## src/rtl/cast_from_uint_stage.sv

```systemverilog
// cast_from_uint_stage
// Casts a raw 7-bit UInt into a 7-bit enum encoding through a single
// registered pipeline stage. Illegal codes are counted (saturating),
// flagged sticky, optionally replaced by the default enum 7'h00, and can
// optionally halt the input side until a clear pulse.
//
// Handshake: a word moves across an interface only on a rising clock edge
// where valid && ready are both high. A producer holds valid and its data
// steady until that edge; ready may rise or fall freely, and valid never
// waits on ready. in_ready is derived from the stage's own state plus
// out_ready, so a full stage whose consumer is taking the word this cycle
// can accept a new word on the same edge (full throughput).
module cast_from_uint_stage #(
    parameter int SAFE_CAST     = 1,
    parameter int HALT_ON_ERROR = 0,
    parameter int CNT_W         = 8
) (
    input  logic             clock,
    input  logic             reset,
    input  logic             in_valid,
    output logic             in_ready,
    input  logic [6:0]       in_bits,
    output logic             out_valid,
    input  logic             out_ready,
    output logic [6:0]       out_bits,
    output logic             out_legal,
    output logic [CNT_W-1:0] err_count,
    output logic             err_sticky,
    output logic             halted,
    input  logic             clear
);

    typedef enum logic {
        ST_RUN    = 1'b0,
        ST_HALTED = 1'b1
    } state_t;

    state_t     state_q;
    state_t     state_d;
    logic       in_legal;
    logic [6:0] cast_bits;
    logic       in_fire;
    logic       out_fire;
    logic       illegal_fire;

    // Legality decode of the raw word: exactly five encodings are valid.
    always_comb begin
        in_legal = 1'b0;
        case (in_bits)
            7'h00, 7'h01, 7'h02, 7'h64, 7'h65: in_legal = 1'b1;
            default:                           in_legal = 1'b0;
        endcase
    end

    // Illegal words either collapse to the default enum or pass raw.
    always_comb begin
        cast_bits = in_bits;
        if (!in_legal && (SAFE_CAST != 0)) begin
            cast_bits = 7'h00;
        end
    end

    assign in_ready     = (state_q == ST_RUN) && (!out_valid || out_ready);
    assign in_fire      = in_valid && in_ready;
    assign out_fire     = out_valid && out_ready;
    assign illegal_fire = in_fire && !in_legal;
    assign halted       = (state_q == ST_HALTED);

    // State register for the RUN/HALTED machine.
    always_ff @(posedge clock) begin
        if (reset) begin
            state_q <= ST_RUN;
        end else begin
            state_q <= state_d;
        end
    end

    // Next state: halt on an accepted illegal word if enabled; clear wins.
    always_comb begin
        state_d = state_q;
        case (state_q)
            ST_RUN: begin
                if (illegal_fire && (HALT_ON_ERROR != 0)) begin
                    state_d = ST_HALTED;
                end
            end
            ST_HALTED: begin
                state_d = ST_HALTED;
            end
            default: begin
                state_d = ST_RUN;
            end
        endcase
        if (clear) begin
            state_d = ST_RUN;
        end
    end

    // Output register: load on accept, empty on drain, hold while stalled.
    always_ff @(posedge clock) begin
        if (reset) begin
            out_valid <= 1'b0;
            out_bits  <= 7'h00;
            out_legal <= 1'b0;
        end else if (in_fire) begin
            out_valid <= 1'b1;
            out_bits  <= cast_bits;
            out_legal <= in_legal;
        end else if (out_fire) begin
            out_valid <= 1'b0;
        end
    end

    // Error bookkeeping: saturating count plus sticky flag; clear wins.
    always_ff @(posedge clock) begin
        if (reset || clear) begin
            err_count  <= '0;
            err_sticky <= 1'b0;
        end else if (illegal_fire) begin
            err_sticky <= 1'b1;
            if (err_count != {CNT_W{1'b1}}) begin
                err_count <= err_count + 1'b1;
            end
        end
    end

endmodule

```

## config.mk

```make
export PLATFORM = sky130hd
export DESIGN_NAME = cast_from_uint_stage
export DESIGN_NICKNAME = d
export VERILOG_FILES = /design/src/rtl/cast_from_uint_stage.sv
export SDC_FILE = /design/constraint.sdc
export NUM_CORES = 1
export LEC_CHECK = 0
export CAP_MARGIN = 20
export CORE_MARGIN = 2
export CORE_UTILIZATION = 38
export CTS_BUF_LIST = sky130_fd_sc_hd__clkbuf_16
export DETAILED_ROUTE_END_ITERATION = 8
export PLACE_DENSITY = 0.84
export REMOVE_ABC_BUFFERS = 1
export SETUP_SLACK_MARGIN = 0.4
export SLEW_MARGIN = 25
export SYNTH_ARGS = -nofsm -noshare
export SYNTH_HDL_FRONTEND = slang
export SYNTH_SLANG_ARGS = --single-unit
```

## constraint.sdc

```tcl
create_clock -name clock -period 1.7 [get_ports clock]
set_input_delay 0.425 -clock clock [delete_from_list [all_inputs] [get_ports clock]]
set_output_delay 0.425 -clock clock [all_outputs]
set_load 0.1 [all_outputs]
```

==> results.toml, run 1 <==
[global_routing]
grt_antenna_before_repair = 0
gr-usage-all-layers_pct = 28.7
grt_max_degree = 11
grt_pass1_vias = 1124
grt-ovfl-total = 0
grt_pass1_wl_um = 5600

[sta]
finalSetupTns_ns = 0
hold_slack_ns = 0.505
hold_violations = 0
fmax_mhz = 598
min_period_ns = 1.67
slew_violations = 0
rsz0062_at_grt = "true"
fin_skew_ns = 0.00445
final-setup-viol-count = 0
period_share_pct = 98.4

[clocking]
ctsHoldBuffers = 0
clkSinkCount = 18
clk_latency_ns = 0.25
path_clk_slew_ns = 0.06
cts_tree = "built"
htreeDepth = 1
clockRootBuffer = "clkbuf_16"
cts_buffers = 3
clockBufferDepth = 2

[floorplan]
die_w_um = 51.7
die_h_um = 51.7
die_area_sq_um = 2670
core_area_sq_um = 2170
io_pins = 32
start_util_pct = 39.8
fp-row-count = 17

[finish]
area_delta_synth_final_pct = 110
diodes = 0
drive_above_1_share_pct = 61.7
final_nets = 163
n_fill_cell = 119

[critical_path]
setup.worst_path.end_class = "register"
crit_top_cell = "buf_6"
cp_data_arrival_time_ns = 1.85
cp.required_ns = 1.87
critical_path.top_delay_family = "compound AO/OA/AOI/OAI gates"
crit_path_max_fanout = 3
slowest_delay_ns = 0.39
start_kind = "input pin"
worstSetupPathType = "input pin to register"
r2r-start = "err_count[0]$_SDFFE_PP0P_"
startpoint = "in_bits[5]"
crit_slowest_cell = "or3_4"
path_cells = "buf_6 -> or3_4 -> a2111oi_4 -> buf_2 -> buf_6 -> o31ai_2 -> a21oi_2"
crit_buf_inv = 3

[power_and_ir_drop]
power.density_nw_per_um2 = 624
p_leak_nw = 0.697
ir_worst_vdd_v = 0.000546

[drt]
wl_per_cell_um = 20.9
via_per_inst = 6.04
wl_met3_um = 253
drt-total-wl_um = 3710
num_vias = 1069
m1WireLength_um = 1360
drtIter0Drc = 55
dr_wl_met2_um = 1950
firstDrtPassIters = 4
drc_errors = 0
drt.antenna.violating_nets = 0
top_layer = "met4"

[synth]
synth_area_leader_cell = "dfxtp_1"
synth_compound_area_share_pct = 16.2
yosys.area.top_type_share_pct = 41.7
ys_ff_latch = 18
synthTopCellsByArea = "dfxtp_1 42%, nand2_1 6.5%, a21oi_1 5.2%"
avgSynthCellArea_sq_um = 9.09
synth-xor-area-share_pct = 0
synth.distinct_cells = 36
syn_area_sq_um = 863
yosysWarningCount = 0
syn_inst = 95
seq_area_frac_synth_pct = 41.7
synth-simple-area-share_pct = 30.4
synth-adder-area-share_pct = 1.45
synth_top_family_by_area = "simple AND/OR/NAND/NOR gates"
synthMuxAreaShare_pct = 4.64

[job]
drv_cap = 0

[hold_path]
holdCritStartpoint = "reset"
hold_class = "input pin to register"

[run_status]
outcome = "finished, final reports clean"

[placed_design]
port_buffers = 30
place_congestion = 0.923
hpwl_um = 1990
==> cell usage in the layout, fill, tap and decap left out, types with 4 or more instances in the layout <==
| cell type | instances |
|---|---|
| mux2i_1 | 4 |
| dfxtp_2 | 7 |
| nand3_1 | 6 |
| buf_4 | 14 |
| dfxtp_1 | 9 |
| nand2_1 | 14 |
| dlygate4sd2_1 | 4 |
| buf_12 | 20 |
| a21oi_2 | 8 |
| buf_6 | 11 |
==> area by class of cell <==
cell class | count | area, sq um | share of cell area [%]
Multi-Input combinational cell | 71 | 608 | 33.5
Clock inverter | 1 | 3.75 | 0.207
Inverter | 1 | 3.75 | 0.207
Clock buffer | 3 | 75.1 | 4.14
Sequential cell | 18 | 377 | 20.8
Timing Repair Buffer | 55 | 712 | 39.2
Tap cell | 28 | 35.0 | 1.93
==> cells by family (layout without fill, tap and decap cells) <==
kind of cell    count (synthesis)  after routing
simple gates                   47             47
compound gates                 18             18
flops                          18             18
buf+inv                         6             60
mux                             4              4
fa+ha+maj                       1              1
other cells                     1              1
==> layer usage <==
metal / vias up / GRT usage (%)
li1: 453 / -
met1: 518 / 34.6
met2: 74 / 52.4
met3: 24 / 1.44
met4: 0 / 12.7
met5: - / 0
==> what timing repair did <==
item | in CTS | in global routing
buffers inserted | 5 | 2
resized for setup | 60 | 17
cloned | 1 | 0
endpoints found under the setup margin | 24 | 25
pin swaps | 13 | 1
==> path summary, 6_finish.rpt <==
check | end | slack (ns) | depth (start not counted)
worst max register to register | err_count[5]$_SDFFE_PP0P_ | 0.11 | 5
worst min register to register | out_bits[0]$_SDFFE_PP0N_ | 0.52 | 2
worst min-delay path | out_valid$_SDFFE_PP0P_ | 0.50 | 2
worst max-delay path | err_count[0]$_SDFFE_PP0P_ | 0.03 | 7
==> sequential cells by signal, indices dropped and copies added (netlist names) <==
register,cells
out_bits,7
out_legal,1
err_count,8
err_sticky,1
out_valid,1
==> cells in the mapped netlist <==
library cell	instances
or4_2	2
o21a_1	2
conb_1	1
o31ai_1	2
o311a_2	1
or3_2	1
or3_4	1
nor4_1	2
buf_6	1
a31o_2	1
a2111oi_4	1
and2_0	1
ha_1	1
buf_4	1
or3_1	3
o311ai_0	1
and3_2	1
nand3_2	1
o41ai_1	1
nor3_1	1
clkbuf_8	1
nand3_1	8
and4_1	1
nor3b_1	2
dfxtp_1	18
nand4_1	1
mux2i_1	4
nor3_2	1
or2_2	1
nor2b_1	1
inv_1	1
nor2_1	3
clkbuf_1	2
a21oi_1	9
nand2_1	15
nand2b_1	1
==> through the flow <==
step	setup WS (ns)	utilization [%]	area [sq um]	power, mW	std cells
after floorplan	-1.16	-	823	0.531	90
after global placement	-0.522	68.6	1490	0.627	165
after detailed placement	-0.597	68.6	1490	0.632	165
after CTS	0.0665	80.4	1750	1.11	175
after global routing	0.0181	83.6	1810	1.16	177
final	0.0264	83.6	1810	1.13	177
==> power breakdown <==
part	internal [mW]	switching (mW)
combinational	0.0939	0.133
sequential	0.426	0.00579
clock	0.313	0.162
total	0.832	0.301
Power figures use the tool's default switching activity.
==> run 2: changes to the inputs <==
CAP_MARGIN = 10   (was 20)
==> results of run 2 <==
Same layout as run 1: the final DEF is identical, and so are final timing and power.
